--- config.mk ---
export PLATFORM = sky130hd
export DESIGN_NAME = tcm_lsu
export DESIGN_NICKNAME = d
export VERILOG_FILES = /design/src/rtl/tcm_lsu.sv
export SDC_FILE = /design/constraint.sdc
export NUM_CORES = 1
export LEC_CHECK = 0
export CAP_MARGIN = 10
export CORE_MARGIN = 1
export CORE_UTILIZATION = 35
export CTS_BUF_LIST = sky130_fd_sc_hd__clkbuf_8
export DETAILED_ROUTE_END_ITERATION = 7
export HOLD_SLACK_MARGIN = 0.15
export SYNTH_ARGS = -nofsm -noshare
export SYNTH_HDL_FRONTEND = slang
export SYNTH_SLANG_ARGS = --single-unit
--- constraint.sdc ---
create_clock -name i_clk -period 2.3 [get_ports i_clk]
set_input_delay 0.46 -clock i_clk [delete_from_list [all_inputs] [get_ports i_clk]]
set_output_delay 0.46 -clock i_clk [all_outputs]
set_load 0.03 [all_outputs]
--- src/rtl/tcm_lsu.sv ---
// tcm_lsu: load/store unit between the core memory stage and a TCM data port.
// Converts byte-addressed RISC-V loads/stores (LB/LH/LW/LBU/LHU/SB/SH/SW) into
// TCM word accesses; word-crossing misaligned accesses are split into two beats.
//
// Ports:
//   i_clk, i_reset        clock, synchronous active-high reset
//   i_req / o_ready       request handshake (o_ready high only when idle)
//   i_addr, i_we,
//   i_funct3, i_wdata     access description, store data right-aligned
//   o_rvalid, o_rdata     load result pulse and aligned/extended data
//   o_err                 pulse for a rejected access
//   o_tcm_addr,
//   o_tcm_write,
//   o_tcm_data            TCM word address, byte-write enables, write data
//   i_tcm_data            TCM read data, one cycle after o_tcm_addr
module tcm_lsu #(
   parameter int unsigned MEM_ADDR_WIDTH     = 8,
   parameter bit          SUPPORT_MISALIGNED = 1'b1
) (
   input  logic                      i_clk,
   input  logic                      i_reset,
   input  logic                      i_req,
   output logic                      o_ready,
   input  logic [31:0]               i_addr,
   input  logic                      i_we,
   input  logic [2:0]                i_funct3,
   input  logic [31:0]               i_wdata,
   output logic                      o_rvalid,
   output logic [31:0]               o_rdata,
   output logic                      o_err,
   output logic [MEM_ADDR_WIDTH-1:0] o_tcm_addr,
   output logic [3:0]                o_tcm_write,
   output logic [31:0]               o_tcm_data,
   input  logic [31:0]               i_tcm_data
);

   typedef enum logic [1:0] {StIdle, StIssue0, StIssue1, StCollect} state_e;

   state_e r_state, w_state_d;

   // Latched request
   logic [1:0]                r_off;
   logic [MEM_ADDR_WIDTH-1:0] r_wa;
   logic                      r_we;
   logic [2:0]                r_funct3;
   logic                      r_cross;
   logic [3:0]                r_b1_write;
   logic [31:0]               r_b1_data;
   logic [31:0]               r_lo;

   // Registered outputs
   logic [MEM_ADDR_WIDTH-1:0] r_tcm_addr;
   logic [3:0]                r_tcm_write;
   logic [31:0]               r_tcm_data;
   logic [31:0]               r_rdata;
   logic                      r_rvalid;
   logic                      r_err;

   // Request decode
   logic [1:0]  w_off;
   logic [1:0]  w_size;
   logic        w_accept, w_cross, w_misal, w_bad, w_start;
   logic [3:0]  w_base_mask;
   logic [31:0] w_wdata_sized;
   logic [7:0]  w_m8;
   logic [63:0] w_d64;
   logic        w_unused_addr;

   // Load return path
   logic [31:0] w_lo, w_hi;
   logic [63:0] w_pair;
   logic [31:0] w_rdata;

   assign w_off         = i_addr[1:0];
   assign w_size        = i_funct3[1:0];
   assign w_accept      = i_req && (r_state == StIdle);
   assign w_cross       = ((w_size == 2'b01) && (w_off == 2'b11)) ||
                          ((w_size == 2'b10) && (w_off != 2'b00));
   assign w_misal       = ((w_size == 2'b01) && w_off[0]) ||
                          ((w_size == 2'b10) && (w_off != 2'b00));
   assign w_bad         = (w_size == 2'b11) || (w_misal && !SUPPORT_MISALIGNED);
   assign w_start       = w_accept && !w_bad;
   assign w_unused_addr = ^i_addr[31:MEM_ADDR_WIDTH+2];

   // Store lanes: an 8-byte window so beat 1 of a split store falls out of [7:4]/[63:32]
   always_comb begin
      w_base_mask   = 4'b1111;
      w_wdata_sized = i_wdata;
      case (w_size)
         2'b00: begin
            w_base_mask   = 4'b0001;
            w_wdata_sized = {24'h0, i_wdata[7:0]};
         end
         2'b01: begin
            w_base_mask   = 4'b0011;
            w_wdata_sized = {16'h0, i_wdata[15:0]};
         end
         default: ;
      endcase
      w_m8  = {4'b0000, w_base_mask} << w_off;
      w_d64 = {32'h0, w_wdata_sized} << {w_off, 3'b000};
   end

   // In COLLECT the current TCM word is the high half only for a split access
   assign w_lo = r_cross ? r_lo : i_tcm_data;
   assign w_hi = r_cross ? i_tcm_data : 32'h0;

   always_comb begin
      w_pair  = {w_hi, w_lo} >> {r_off, 3'b000};
      w_rdata = w_pair[31:0];
      case (r_funct3[1:0])
         2'b00:   w_rdata = {{24{~r_funct3[2] & w_pair[7]}}, w_pair[7:0]};
         2'b01:   w_rdata = {{16{~r_funct3[2] & w_pair[15]}}, w_pair[15:0]};
         default: ;
      endcase
   end

   always_comb begin
      w_state_d = r_state;
      case (r_state)
         StIdle:    if (w_start) w_state_d = StIssue0;
         StIssue0: begin
            if (r_cross)   w_state_d = StIssue1;
            else if (r_we) w_state_d = StIdle;
            else           w_state_d = StCollect;
         end
         StIssue1:  w_state_d = r_we ? StIdle : StCollect;
         StCollect: w_state_d = StIdle;
         default:   w_state_d = StIdle;
      endcase
   end

   always_ff @(posedge i_clk) begin
      if (i_reset) r_state <= StIdle;
      else         r_state <= w_state_d;
   end

   // TCM outputs are loaded on entry to the beat they describe, so they are
   // valid for the whole ISSUE0/ISSUE1 cycle.
   always_ff @(posedge i_clk) begin
      if (i_reset) begin
         r_off       <= 2'b00;
         r_wa        <= '0;
         r_we        <= 1'b0;
         r_funct3    <= 3'b000;
         r_cross     <= 1'b0;
         r_b1_write  <= 4'h0;
         r_b1_data   <= 32'h0;
         r_lo        <= 32'h0;
         r_tcm_addr  <= '0;
         r_tcm_write <= 4'h0;
         r_tcm_data  <= 32'h0;
         r_rdata     <= 32'h0;
         r_rvalid    <= 1'b0;
         r_err       <= 1'b0;
      end else begin
         r_rvalid    <= 1'b0;
         r_err       <= w_accept && w_bad;
         r_tcm_write <= 4'h0;
         if (w_start) begin
            r_off      <= w_off;
            r_wa       <= i_addr[MEM_ADDR_WIDTH+1:2];
            r_we       <= i_we;
            r_funct3   <= i_funct3;
            r_cross    <= w_cross;
            r_b1_write <= w_m8[7:4];
            r_b1_data  <= w_d64[63:32];
            r_tcm_addr <= i_addr[MEM_ADDR_WIDTH+1:2];
            if (i_we) begin
               r_tcm_write <= w_m8[3:0];
               r_tcm_data  <= w_d64[31:0];
            end
         end
         case (r_state)
            StIssue0: begin
               if (r_cross) begin
                  r_tcm_addr <= r_wa + MEM_ADDR_WIDTH'(1);
                  if (r_we) begin
                     r_tcm_write <= r_b1_write;
                     r_tcm_data  <= r_b1_data;
                  end
               end
            end
            StIssue1:  r_lo <= i_tcm_data;
            StCollect: begin
               r_rdata  <= w_rdata;
               r_rvalid <= 1'b1;
            end
            default: ;
         endcase
      end
   end

   assign o_ready     = (r_state == StIdle);
   assign o_rvalid    = r_rvalid;
   assign o_rdata     = r_rdata;
   assign o_err       = r_err;
   assign o_tcm_addr  = r_tcm_addr;
   assign o_tcm_write = r_tcm_write;
   assign o_tcm_data  = r_tcm_data;

endmodule

; Yosys cells after proc, flatten, opt, wreduce, memory -nomap -nowiden
; Index checks and enable logic that the tools add are counted.
[word_totals]
register_bits = 163
in_bits = 103
output_inout_bits = 79
elab_cells = 65
[op_classes]
addsub = 1
n_eq_ne = 9
shift = 3
mux = 23
bitwise = 3
n_reduce_logical = 11
[op_table]
columns = cell, count
row1 = $mux 32, 7
row2 = $pmux 32 s2, 2
row3 = $shl 32x5->64, 1
row4 = $shr 64x5->32, 1
row5 = $mux 8, 3
row6 = $mux 4, 5
row7 = $eq 2x2->1 const B, 5
row8 = $add 8x1->8 const B, 1
row9 = $pmux 2 s4, 1
row10 = $pmux 4 s2, 1
row11 = $shl 4x2->8, 1
row12 = $eq 2x1->1 const B, 3
row13 = $logic_not 2->1, 3
row14 = $mux 2, 3
row15 = $logic_and 1x1->1, 5
row16 = $and 1x1->1, 2
row17 = $ne 2x1->1 const B, 1
row18 = $reduce_bool 2->1, 1
row19 = $logic_not 1->1, 1
row20 = $logic_or 1x1->1, 1
row21 = $mux 1, 1
row22 = $not 1->1, 1

; Logic depth before layout (Yosys ltp)
[logic_depth]
depth_word = 8
mapped_depth = 9
depth_no_buf = 6

; Least setup slack after synthesis
; Ideal clock, no wire load.
[synth_timing]
path_kind = reg-to-reg
startpoint = register r_cross
endpoint = register r_rdata[22] (netlist: o_rdata[22])
t_arrival_ns = 1.807
t_required_ns = 2.157
setup_slack_ns = 0.350
path_stages_with_launch = 6
path_buffers = 2
synth_period_minus_slack_ns = 1.950
cell_sequence = dfxtp_1 -> buf_2 -> buf_2 -> mux4_2 -> a221oi_1 -> a211oi_2
[synth_via]
elab_chain_cells = 4
[synth_rtl]
columns = element, line
row1 = from (decl), 46  ; logic r_cross;
row2 = from (signal assigned), 165  ; r_cross <= w_cross;
row3 = "$mux 32, on equally long branches", "105, 106"
row4 = $shr 64x5->32 (*), 109  ; w_pair = {w_hi, w_lo} >> {r_off, 3'b000};
row5 = "$and 1x1->1, on equally long branches", "113, 112"
row6 = $pmux 32 s2 (*), 111  ; case (r_funct3[1:0])
row7 = to (signal assigned), 186  ; r_rdata <= w_rdata;
row8 = to (decl), 55  ; logic [31:0] r_rdata;
; Mark *: on every way between the ends. The rest lies on a longest branch, timed or not.
; A chain may end at the register's enable or synchronous reset.

; Final worst setup path
[layout_timing]
startpoint = register r_state[1]
endpoint = output port o_ready
[layout_via]
elab_chain_cells = 1
[layout_rtl]
columns = element, line
row1 = from (decl), 39  ; state_e r_state, w_state_d;
row2 = from (signal assigned), 134  ; if (i_reset) r_state <= StIdle;
row3 = from (signal assigned), 135  ; else r_state <= w_state_d;
row4 = $logic_not 2->1, 194  ; assign o_ready = (r_state == StIdle);
row5 = to (decl), 23  ; output logic o_ready,
; No other way between the ends.

==> results.sh <==
export IMPL_gp_congestion=0.943
export IMPL_synth_cell_types=49
export IMPL_post_cts_buffers=0
export IMPL_start_util_pct=36.0
export IMPL_slew_viol_final=0
export IMPL_worst_setup_path_start_kind="flip-flop"
export IMPL_drt_iter0_drc=552
export IMPL_routed_via_density=5.39
export IMPL_cts_htree_levels=4
export IMPL_synth_flop_cell="dfxtp_1"
export IMPL_max_cap_violations=0
export IMPL_hold_depth=2
export IMPL_top_layer="met4"
export IMPL_die_w_um=149
export IMPL_cts_resized=0
export IMPL_yosys_top_cells_count="nand2_1 (177), dfxtp_1 (154), nor2_1 (107), a21oi_1 (77), clkbuf_1 (65)"
export IMPL_tns_ns=0
export IMPL_synth_area_top_cells="dfxtp_1 (41%), nand2_1 (8.7%), nor2_1 (5.3%), a21oi_1 (5.1%), a211oi_1 (4.8%)"
export IMPL_postSynthAreaPerCell_um2=8.00
export IMPL_cts_sinks=154
export IMPL_drt_wl_total_um=25000
export IMPL_endpoint_kind="primary output"
export IMPL_crit_chain="nor2_1 -> clkdlybuf4s50_1"
export IMPL_antenna_found_initial=0
export IMPL_cts_hold_buf=0
export IMPL_finish_utilization_pct=48.2
export IMPL_ff2ff_path_depth=6
export IMPL_hp_class="in -> reg"
export IMPL_maxSlewHeadroom_pct=62.3
export IMPL_rows=53
export IMPL_nFillCells=2107
export IMPL_drive_gt1_share_pct=13.9
export IMPL_wl_met2_um=12000
export IMPL_die_area_mm2=0.0223
export IMPL_ant_nets=0
export IMPL_period_minus_slack_ns=2.11
export IMPL_min_to="o_tcm_write[1]"
export IMPL_yosys_area_top_type_share_pct=40.5
export IMPL_drt_pass1_iterations=6
export IMPL_cts_tree="done"
export IMPL_n_antenna_cell=0
export IMPL_max_stage_delay_ns=0.70
export IMPL_ys_seq_area_share_pct=40.5
export IMPL_clk_pin_slew_worst_paths_ns=0.08
export IMPL_fin_skew_ns=0.0158
export IMPL_clk_latency_ns=0.46
export IMPL_grt_pass1_wl_um=39500
export IMPL_worstPathRequired_ns=1.84
export IMPL_cts_buffers_inserted=17
export IMPL_synthCells=951
export IMPL_clockRootBuffer="clkbuf_8"
export IMPL_crit_fanout=8
export IMPL_leakage_uw=0.00358
export IMPL_synth_edff_count=0
export IMPL_cp_slowest_cell="clkdlybuf4s50_1"
export IMPL_area_growth_pct=34.0
export IMPL_overflow=0
export IMPL_coreArea_mm2=0.0212
export IMPL_syn_cell_area_mm2=0.00761
export IMPL_clockBufferDepth=2
export IMPL_dp_hpwl_um=18000
export IMPL_setup_violations_final=0
export IMPL_rsz0062_at_grt="false"
export IMPL_r2r_slack_ns=0.28
export IMPL_die_y_um=149
export IMPL_drc=0
export IMPL_whs_ns=0.370
export IMPL_vias=7542
export IMPL_path_class="reg -> out"
export IMPL_yosysMostFrequentCell="nand2_1"
export IMPL_timing_rr_end="o_rdata[9]"
export IMPL_yosysTopAreaCell="dfxtp_1"
export IMPL_wl_met3_um=1480
export IMPL_met1_length_um=10900
export IMPL_hold_viol_final=0
export IMPL_io_pins=182
export IMPL_ir_worst_vdd_uv=320
export IMPL_port_buffer_count=159
export IMPL_finalCritPeriodShare_pct=91.8
export IMPL_arrival_ns=1.65
export IMPL_worstReg2RegStart="r_cross"
export IMPL_fmax_mhz=474
export IMPL_min_from="i_reset"
export IMPL_synth_fp_nets=1055
export IMPL_status="completed"
export IMPL_p_per_area_mw_per_mm2=735
export IMPL_synth_yosys_warnings=0
export IMPL_avgRoutedWirePerCell_um=17.9
export IMPL_ys_seq_elements=154
export IMPL_grt_pass1_vias=7232
export IMPL_fin_nets=1216
export IMPL_synth_async_sr_flop_share_pct=0
export IMPL_worst_slew_pin_slew_ns=0.565
export IMPL_track_usage_pct=22.9
export IMPL_grt_max_degree=38
per-stage QoR:
stage / power [µW] / area, µm² / setup slack [ns] / instances
6_report: 7490 / 10200 / 0.189 / 1399
5_1_grt: 7880 / 10200 / 0.106 / 1399
4_1_cts: 7550 / 10200 / 0.136 / 1399
3_5_place_dp: 5450 / 9800 / -0.218 / 1368
3_3_place_gp: 5420 / 9800 / -0.163 / 1368
2_1_floorplan: 4500 / 7610 / 0.350 / 951
placed cells by master (no fill, tap or decap), types with 10 or more instances in the layout:
master           Yosys  routed
a22oi_1             18      18
o21ai_0             21      21
mux2_2              25      25
clkdlybuf4s50_1      0     158
o211ai_1            18      18
nor2b_1             20      19
nand2_1            177     177
a311oi_1            15      15
a21oi_1             77      77
clkbuf_8             0      18
mux2i_1             16      16
nand3_1             20      20
o22ai_1             10      10
dfxtp_1            154     153
nor3_1              40      40
a211oi_1            49      49
buf_4                1      63
nor2_1             107     107
cells by family after synthesis:
logic type	Yosys count	share of synthesized area, %
adders and majority gates	1	0.164
and+or+nand+nor	400	22.8
xor gates and xnor gates	6	0.691
muxes	50	8.32
DFF	154	40.5
buffers and inverters	91	4.98
AOI/OAI and AO/OA	249	22.5
state kept, by name, indices dropped and copies added (netlist names):
signal	flops
r_funct3	3
o_rvalid	1
r_b1_write	3
o_tcm_addr	8
r_cross	1
o_rdata	32
r_wa	8
o_tcm_write	4
o_tcm_data	32
r_state	2
o_err	1
r_off	2
r_b1_data	24
r_lo	32
r_we	1
power breakdown:
part           switching, µW  leakage [µW]  internal [µW]
Clock                   1110      0.000184            995
Combinational           1300       0.00214            982
Sequential               187       0.00125           2920
worst max-delay path, delay by kind of cell, from the launching register on:
family        cells  cell delay [ns]
flops             1             0.38
simple gates      1             0.13
buf+inv           1             0.70
layer usage:
metal  global-route usage [%]  up-vias
met5                        0        -
met3                     4.33       36
li1                         -     3707
met4                     8.78        0
met1                     29.3     3542
met2                     38.1      257
layout make-up:
| cell class | count | area (µm²) | area share (%) |
|---|---|---|---|
| clock inverters | 13 | 146 | 1.44 |
| flip-flops and latches | 154 | 3080 | 30.3 |
| multi-input cells | 706 | 4160 | 40.8 |
| clock buffers | 18 | 248 | 2.43 |
| repair buffers | 228 | 2190 | 21.5 |
| inverters | 5 | 18.8 | 0.184 |
| well taps | 275 | 344 | 3.38 |
worst max-delay path by stage:
| stage | startpoint | to | slack (ns) | depth (start not counted) |
|---|---|---|---|---|
| 6_report | r_state[1] | o_ready | 0.19 | 2 |
| 5_1_grt | r_state[1] | o_ready | 0.11 | 2 |
| 4_1_cts | r_state[1] | o_ready | 0.14 | 2 |
| 3_5_place_dp | i_tcm_data[7] | o_rdata[9] | -0.22 | 6 |
| 3_3_place_gp | i_tcm_data[7] | o_rdata[23] | -0.16 | 6 |
| 2_1_floorplan | r_cross | o_rdata[22] | 0.35 | 5 |
Power figures use the tool's default switching activity.
